File: src/rtl/battle_phase_ctrl.sv
// Round-based encounter sequencer: menu, dodge, action, attack, check and result pages.
// Drives player instructions, the bullet engine and the attack-bar handshake from one tick-enabled phase timer.
//
// state  | meaning
// MENU   | title screen, SPACE starts a game once the lock time has passed
// DODGE  | bullets running, movement/hit instructions forwarded to the player
// ACTION | choice menu: J attack, K check, L spare
// ATTACK | attack bar running, waits for atk_pass or timeout
// CHECK  | inspect screen, J grants mercy once the lock time has passed
// WIN    | result screen, returns to MENU
// LOSE   | result screen, returns to MENU
module battle_phase_ctrl #(
  parameter int HP_W           = 8,
  parameter int MON_HP_MAX     = 100,
  parameter int PLAYER_HP_INIT = 100,
  parameter int HEAL_AMT       = 10,
  parameter int TW             = 4,
  parameter int MENU_LOCK      = 3,
  parameter int DODGE_TICKS    = 7,
  parameter int CHECK_LOCK     = 3,
  parameter int ATK_TIMEOUT    = 5,
  parameter int RESULT_TICKS   = 3
) (
  input  logic            clk,
  input  logic            rst_n,
  input  logic            tick,
  input  logic [3:0]      key,
  input  logic            is_death,
  input  logic            hit_valid,
  input  logic            hit_heal,
  input  logic [7:0]      hit_dmg,
  input  logic            atk_pass,
  input  logic [HP_W-1:0] atk_dmg,
  output logic [7:0]      state,
  output logic [15:0]     player_instr,
  output logic            is_move,
  output logic            start_dmg,
  output logic [HP_W-1:0] mon_hp,
  output logic            mercy,
  output logic            atk_start,
  output logic            atk_button,
  output logic            atk_reset,
  output logic            bullet_run
);

  typedef enum logic [3:0] {
    PG_MENU   = 4'h1,
    PG_DODGE  = 4'h9,
    PG_ATTACK = 4'hA,
    PG_ACTION = 4'hB,
    PG_CHECK  = 4'hC,
    PG_WIN    = 4'hD,
    PG_LOSE   = 4'hE
  } page_t;

  localparam logic [3:0] K_NONE  = 4'd0;
  localparam logic [3:0] K_J     = 4'd5;
  localparam logic [3:0] K_K     = 4'd6;
  localparam logic [3:0] K_L     = 4'd7;
  localparam logic [3:0] K_SPACE = 4'd8;

  localparam logic [TW-1:0] TMR_MAX  = '1;
  localparam logic [HP_W:0] HP_SAT   = MON_HP_MAX[HP_W:0];
  localparam logic [7:0]    HP_INIT8 = PLAYER_HP_INIT[7:0];
  localparam logic [7:0]    HEAL8    = HEAL_AMT[7:0];

  page_t            page, page_nxt;
  logic [TW-1:0]    timer, timer_nxt;
  logic [3:0]       key_q;
  logic [31:0]      timer_w;
  logic             press;
  logic [3:0]       key_m1;
  logic [HP_W:0]    mon_sum;
  logic [HP_W-1:0]  mon_sat;

  logic [15:0]      instr_nxt;
  logic             is_move_nxt, start_dmg_nxt, mercy_nxt;
  logic             atk_start_nxt, atk_button_nxt, atk_reset_nxt, bullet_run_nxt;
  logic [HP_W-1:0]  mon_hp_nxt;

  assign timer_w = 32'(timer);
  assign press   = (key != K_NONE) && (key != key_q);
  assign key_m1  = key - 4'd1;
  // Sum is one bit wider than the accumulator so a large hit cannot wrap below the threshold.
  assign mon_sum = {1'b0, mon_hp} + {1'b0, atk_dmg};
  assign mon_sat = (mon_sum >= HP_SAT) ? HP_SAT[HP_W-1:0] : mon_sum[HP_W-1:0];

  always_ff @(posedge clk or negedge rst_n) begin
    if (!rst_n) begin
      page         <= PG_MENU;
      timer        <= '0;
      key_q        <= K_NONE;
      player_instr <= '0;
      is_move      <= 1'b0;
      start_dmg    <= 1'b0;
      mon_hp       <= '0;
      mercy        <= 1'b0;
      atk_start    <= 1'b0;
      atk_button   <= 1'b0;
      atk_reset    <= 1'b1;
      bullet_run   <= 1'b0;
    end else begin
      page         <= page_nxt;
      timer        <= timer_nxt;
      key_q        <= key;
      player_instr <= instr_nxt;
      is_move      <= is_move_nxt;
      start_dmg    <= start_dmg_nxt;
      mon_hp       <= mon_hp_nxt;
      mercy        <= mercy_nxt;
      atk_start    <= atk_start_nxt;
      atk_button   <= atk_button_nxt;
      atk_reset    <= atk_reset_nxt;
      bullet_run   <= bullet_run_nxt;
    end
  end

  assign state = {page, 4'b0000};

  // A page change clears the timer even if a tick lands in the same cycle.
  always_comb begin
    timer_nxt = timer;
    if (page_nxt != page)
      timer_nxt = '0;
    else if (tick && (timer != TMR_MAX))
      timer_nxt = timer + 1'b1;
  end

  always_comb begin
    page_nxt       = page;
    instr_nxt      = player_instr;
    is_move_nxt    = 1'b0;
    start_dmg_nxt  = 1'b0;
    mon_hp_nxt     = mon_hp;
    mercy_nxt      = mercy;
    atk_start_nxt  = atk_start;
    atk_button_nxt = atk_button;
    atk_reset_nxt  = atk_reset;
    bullet_run_nxt = bullet_run;

    case (page)
      PG_MENU: begin
        instr_nxt = '0;
        if (press && (key == K_SPACE) && (timer_w >= 32'(MENU_LOCK))) begin
          page_nxt       = PG_DODGE;
          mon_hp_nxt     = '0;
          mercy_nxt      = 1'b0;
          instr_nxt      = {4'd6, HP_INIT8, 4'd0};
          bullet_run_nxt = 1'b1;
          atk_reset_nxt  = 1'b1;
          atk_start_nxt  = 1'b0;
          atk_button_nxt = 1'b0;
        end
      end

      PG_DODGE: begin
        if (timer_w >= 32'(DODGE_TICKS)) begin
          page_nxt       = PG_ACTION;
          bullet_run_nxt = 1'b0;
          instr_nxt      = '0;
        end else if (is_death) begin
          page_nxt       = PG_LOSE;
          bullet_run_nxt = 1'b0;
        end else if (hit_valid) begin
          instr_nxt     = hit_heal ? {4'd1, HEAL8, 4'd0} : {4'd2, hit_dmg, 4'd0};
          start_dmg_nxt = 1'b1;
        end else if ((key != K_NONE) && (key <= 4'd4)) begin
          instr_nxt   = {4'd5, 6'd0, key_m1[1:0], 4'd0};
          is_move_nxt = 1'b1;
        end else begin
          instr_nxt = '0;
        end
      end

      PG_ACTION: begin
        if (press && (key == K_J)) begin
          page_nxt       = PG_ATTACK;
          atk_start_nxt  = 1'b1;
          atk_reset_nxt  = 1'b0;
          atk_button_nxt = 1'b0;
        end else if (press && (key == K_K)) begin
          page_nxt = PG_CHECK;
        end else if (press && (key == K_L)) begin
          if (mercy) begin
            page_nxt = PG_WIN;
          end else begin
            page_nxt       = PG_DODGE;
            bullet_run_nxt = 1'b1;
          end
        end
      end

      PG_CHECK: begin
        if (press && (timer_w >= 32'(CHECK_LOCK)) &&
            ((key == K_J) || (key == K_K) || (key == K_L))) begin
          if (key == K_J)
            mercy_nxt = 1'b1;
          page_nxt       = PG_DODGE;
          bullet_run_nxt = 1'b1;
        end
      end

      PG_ATTACK: begin
        if (press && (key == K_SPACE))
          atk_button_nxt = 1'b1;
        if (atk_pass) begin
          mon_hp_nxt    = mon_sat;
          atk_start_nxt = 1'b0;
          atk_reset_nxt = 1'b1;
          if (mon_sum >= HP_SAT) begin
            page_nxt = PG_WIN;
          end else begin
            page_nxt       = PG_DODGE;
            bullet_run_nxt = 1'b1;
          end
        end else if (timer_w >= 32'(ATK_TIMEOUT)) begin
          page_nxt       = PG_DODGE;
          bullet_run_nxt = 1'b1;
          atk_start_nxt  = 1'b0;
          atk_reset_nxt  = 1'b1;
        end
      end

      PG_WIN, PG_LOSE: begin
        bullet_run_nxt = 1'b0;
        instr_nxt      = '0;
        if (timer_w >= 32'(RESULT_TICKS))
          page_nxt = PG_MENU;
      end

      default: page_nxt = PG_MENU;
    endcase
  end

endmodule

File: config.mk
export PLATFORM = sky130hd
export DESIGN_NAME = battle_phase_ctrl
export DESIGN_NICKNAME = d
export VERILOG_FILES = /design/src/rtl/battle_phase_ctrl.sv
export SDC_FILE = /design/constraint.sdc
export NUM_CORES = 1
export LEC_CHECK = 0
export ABC_AREA = 1
export BUFFER_PORTS_ARGS = -buffer_cell sky130_fd_sc_hd__buf_2
export CAP_MARGIN = 20
export CORE_MARGIN = 2
export CORE_UTILIZATION = 31
export CTS_BUF_LIST = sky130_fd_sc_hd__clkbuf_16
export DETAILED_ROUTE_END_ITERATION = 10
export MAX_ROUTING_LAYER = met4
export PLACE_DENSITY = 0.54
export SLEW_MARGIN = 20
export SYNTH_ARGS = -nofsm -noshare
export SYNTH_HDL_FRONTEND = slang
export SYNTH_SLANG_ARGS = --single-unit
File: constraint.sdc
create_clock -name clk -period 4.6 [get_ports clk]
set_input_delay 1.38 -clock clk [delete_from_list [all_inputs] [get_ports clk]]
set_output_delay 1.38 -clock clk [all_outputs]
set_load 0.02 [all_outputs]
=== Yosys cells after proc, flatten, opt, wreduce, memory -nomap -nowiden ===
Index checks and enable logic that the tools add are counted.

* Flip-flop bits (word level): 43
* Bits of input ports: 27
* Output and inout bits: 39
* Word-level logic and storage cells: 134

* Add/sub/neg operators: 3
* Order comparisons: 5
* Equal/unequal tests: 28
* Multiplexer cells: 60
* Reduce and logical (&&, ||, !) cells: 26

{| class="wikitable"
|+ Operator list
! operator !! number
|-
| $mux W4 || 12
|-
| $pmux W16 S3 || 1
|-
| $mux W15 || 3
|-
| $mux W16 || 2
|-
| $mux W1 || 29
|-
| $eq A4 B4 Y1 const B || 7
|-
| $mux W8 || 3
|-
| $pmux W4 S6 || 1
|-
| $ne A2 B2 Y1 const B || 10
|-
| $pmux W8 S2 || 1
|-
| $mux W14 || 1
|-
| $eq A4 B3 Y1 const B || 3
|-
| $ne A3 B3 Y1 const B || 4
|-
| $reduce_and A4 Y1 || 3
|-
| $logic_and A1 B1 Y1 || 10
|-
| $reduce_and A10 Y1 || 1
|-
| $add A8 B8 Y9 || 1
|-
| $ge A9 B7 Y1 const B || 1
|-
| $pmux W1 S3 || 3
|-
| $ge A4 B3 Y1 const B || 2
|-
| $ne A4 B4 Y1 || 2
|-
| $mux W3 || 2
|-
| $pmux W1 S6 || 1
|-
| $reduce_bool A2 Y1 || 3
|-
| 14 further kinds || 16
|}

=== Longest topological paths before layout ===
* Depth in word-level cells: 9
* Gate-level depth with buffers: 15
* Mapped depth without buffers: 15

=== Worst setup path after synthesis ===
Ideal clock, no wire load.

* Path kind: in2reg
* From: in atk_dmg[0]
* To: reg timer[1]
* Library setup time: 0.121 ns
* Arrival: 2.879 ns
* Data required time: 4.479 ns
* Setup slack: 1.600 ns
* Stages on the path: 14
* Path buffers: 0
* Cells stage by stage: ha_1 -> fa_1 -> nand2_1 -> nand2_1 -> nand3b_1 -> nand3b_1 -> nand2_1 -> inv_1 -> nand3_1 -> nand2_1 -> nand2_1 -> nand3_1 -> nand3_2 -> nor2_1

* Cells in the longest elaborated chain, start to end: 7
* Elaborated cells on any way between the ends: 8
* Those cells by class: 1 x add/sub; 1 x order compare; 1 x eq/ne; 4 x mux; 1 x reduce/logical

{| class="wikitable"
|+ RTL lines
! what !! line !! source
|-
| from (decl) || 33 || <nowiki>input logic [HP_W-1:0] atk_dmg,</nowiki>
|-
| $add A8 B8 Y9 (*) || 85 || <nowiki>assign mon_sum = {1'b0, mon_hp} + {1'b0, atk_dmg};</nowiki>
|-
| $ge A9 B7 Y1 (*) || 210 || <nowiki>if (mon_sum >= HP_SAT) begin</nowiki>
|-
| $mux W3 (*) || 210 ||
|-
| $mux W4 (*) || 206 || <nowiki>if (atk_pass) begin</nowiki>
|-
| $pmux W4 S6 (*) || 141 || <nowiki>case (page)</nowiki>
|-
| $ne A4 B4 Y1 (*) || 123 || <nowiki>if (page_nxt != page)</nowiki>
|-
| $mux W4 / $reduce_bool A2 Y1 (equally long branches) || - ||
|-
| to (signal assigned) || 104 || <nowiki>timer <= timer_nxt;</nowiki>
|-
| to (decl) || 68 || <nowiki>logic [TW-1:0] timer, timer_nxt;</nowiki>
|}

Every way passes the cells marked *; elsewhere a longest branch is shown, timed or not.
A chain may end at the register's enable or synchronous reset.

=== Worst setup path in the final report ===
* From: in atk_dmg[0]
* To: reg timer[3]

The elaborated chain is that of the path after synthesis.

==> flow_summary.yaml <==
outcome:
  outcome: "finished clean"
synth:
  synth_edf_count: 0
  synth_compound_area_frac: 0.0981
  netlist_area_sq_um: 2630
  synth-xor-area-share: 0.0100
  synth_adder_area_share: 0.0790
  synth.avg_cell_area_sq_um: 7.01
  synth_cell_types: 29
  ys_ff_latch: 38
  ys_warn_count: 0
  synth_top_area_frac: 0.343
  synthMuxAreaShare: 0
  synthCells: 375
  synth.top_cells.by_count: "nand2_1 (109), inv_1 (52), nor2_1 (39)"
  synthSimpleGateAreaFrac: 0.340
  synth-main-ff-cell: "dfrtp_1"
  ys_seq_area_frac: 0.363
  async_flop_share: 1.00
  synth_top_family_by_area: "simple AND/OR/NAND/NOR gates"
  ys_top_cells_by_area: "dfrtp_1 (34%), nand2_1 (16%), inv_1 (7.4%), ha_1 (7.1%), nor2_1 (5.6%)"
  post-synth-top-count-cell: "nand2_1"
  synth_largest_area_cell: "dfrtp_1"
grt:
  grt_pass1_vias: 2317
  grt_use_total: 0.157
  antenna_found_initial: 0
  grt-ovfl-total: 0
  grt_pass1_wl_um: 11000
  grt_max_degree: 39
timing:
  fin_setup_tns_ps: 0
  slew_violations: 0
  rsz0062_at_grt: "false"
  fin_ws_ps: 1580
  min_period_ps: 3020
  max_freq_ghz: 0.332
  fin_crit_sh: 0.656
  final-hold-violation-count: 0
  setup_viol: 0
  slew_headroom: 0.427
  tightest_slew_ps: 860
  skew_ps: 7.77
critical_path:
  critPathKind: "input port to flop"
  reg2reg_depth: 8
  r2r_start: "page[0]$_DFF_PN1_"
  crit_start: "atk_dmg[0]"
  crit_end: "timer[3]$_DFFE_PN0P_"
  start_kind: "input port"
  path_max_fanout: 6
  critPathArrivalTime_ps: 3230
  ff2ff_setup_slack_ps: 2370
  required_ps: 4810
  endpoint_kind: "flop"
  r2r_end: "player_instr[9]$_DFFE_PN0P_"
placed_design:
  gp_congestion: 0.879
  pre_cts_slack_ps: 1290
  placed_cell_area_sq_um: 2990
  io_buffers: 56
  hpwl_um: 5210
die:
  io_pins: 66
  dieArea_sq_um: 9230
  fp-row-count: 33
  dieHeight_um: 96.1
  die-width_um: 96.1
  core-area_sq_um: 8220
  initial_core_util: 0.320
power_and_ir_drop:
  fin_total_pwr_mw: 1.42
  p_leak_nw: 1.81
  powerDensity_nw_per_um2: 454
  ir_drop_uv: 189
final_layout:
  fin_area_sq_um: 3130
  final_util: 0.381
  diodes: 0
  drive_gt1_frac: 0.174
  area_growth_pct: 19.0
  final_nets: 478
drt:
  ant_nets: 0
  vias: 2495
  wl_per_cell_um: 12.3
  viasPerCell: 4.61
  drc: 0
  drtPass1Iterations: 4
  drt-initial-drc-count: 113
  drt-total-wl_um: 6660
clock_network:
  cts.sinks: 38
  cts.repair.resized: 0
  insertion_delay_ps: 290
  root_buffer: "clkbuf_16"
  cts_made_buffers: 5
  clk_pin_slew_ps: 60
  hold_buffers: 0
  htreeDepth: 2
  cts_setup_buffers: 0
  clk_path_buf_depth: 2
  cts_tree: "done"
flow_run:
  drv_cap: 0
min_path:
  min_path_type: "flop to flop"
  hp-start: "player_instr[13]$_DFFE_PN0P_"
## power breakdown
| part | leakage, nW | switching (mW) | internal (mW) | total (mW) |
|---|---|---|---|---|
| Combinational | 1.25 | 0.413 | 0.205 | 0.618 |
| Clock | 0.0672 | 0.140 | 0.198 | 0.338 |
| Sequential | 0.502 | 0.0612 | 0.402 | 0.464 |
## per-layer routing
layer | up-vias | GRT usage | share of wire
met5 | - | - | 0
met4 | 0 | 0.0464 | 0.018
met3 | 12 | 0.0337 | 0.048
met2 | 49 | 0.241 | 0.45
met1 | 1125 | 0.208 | 0.49
li1 | 1309 | - | -
## cells by family after synthesis
kind of cell,count (synthesis)
other,1
AOI/OAI and AO/OA,47
and+or+nand+nor,205
buffers and inverters,65
DFF,38
adders and majority gates,16
xor gates and xnor gates,3
## sequential cells by signal, summed over array words and instances (netlist names)
register and flops:
atk_reset 1, player_instr 11, key_q 4, atk_button 1
is_move 1, start_dmg 1, page 4, mercy 1
bullet_run 1, timer 4, atk_start 1, mon_hp 8
## per-stage QoR
stage	std cells	hold WS, ps
2_1_floorplan	383	515
3_3_place_gp	533	464
3_5_place_dp	533	464
4_1_cts	541	482
5_1_grt	541	512
6_report	541	477
## worst min-delay path by stage
| stage | endpoint | depth (start not counted) |
|---|---|---|
| global route | atk_button$_DFFE_PN0P_ | 2 |
| CTS | player_instr[7]$_DFFE_PN0P_ | 2 |
| floorplan | atk_reset$_DFFE_PN1P_ | 2 |
| detailed placement | player_instr[7]$_DFFE_PN0P_ | 2 |
| global placement | player_instr[13]$_DFFE_PN0P_ | 2 |
| finish | player_instr[13]$_DFFE_PN0P_ | 2 |
## cell usage in the layout, fill, tap and decap left out, types with 5 or more instances in the layout
cell type / count
nand2_1: 109
buf_2: 56
inv_1: 52
nor2_1: 39
dfrtp_1: 36
nand3_1: 29
o21ai_0: 24
ha_1: 15
a21oi_1: 14
nand4_1: 9
conb_1: 9
nand3b_1: 6
clkbuf_16: 5
## worst max-delay path: stages
cell and delay (ps):
buf_2 100, ha_1 210, fa_1 430, nand2_1 80
nand2_1 50, nand3b_1 90, nand2_1 50, nand2_1 60
nand2_1 80, inv_1 60, nand3_1 70, nand2_1 80
nand2_1 140, nand3_1 140, nand3_2 110, nor2_1 100
## area by class of cell
cell class,count,area [sq um]
multi-input cells,280,1420
well taps,105,131
inverters,54,203
clock buffers,5,125
repair buffers,56,280
clock inverters,3,16.3
flip-flops and latches,38,953
fillers,894,5090
Power figures use the tool's default switching activity.
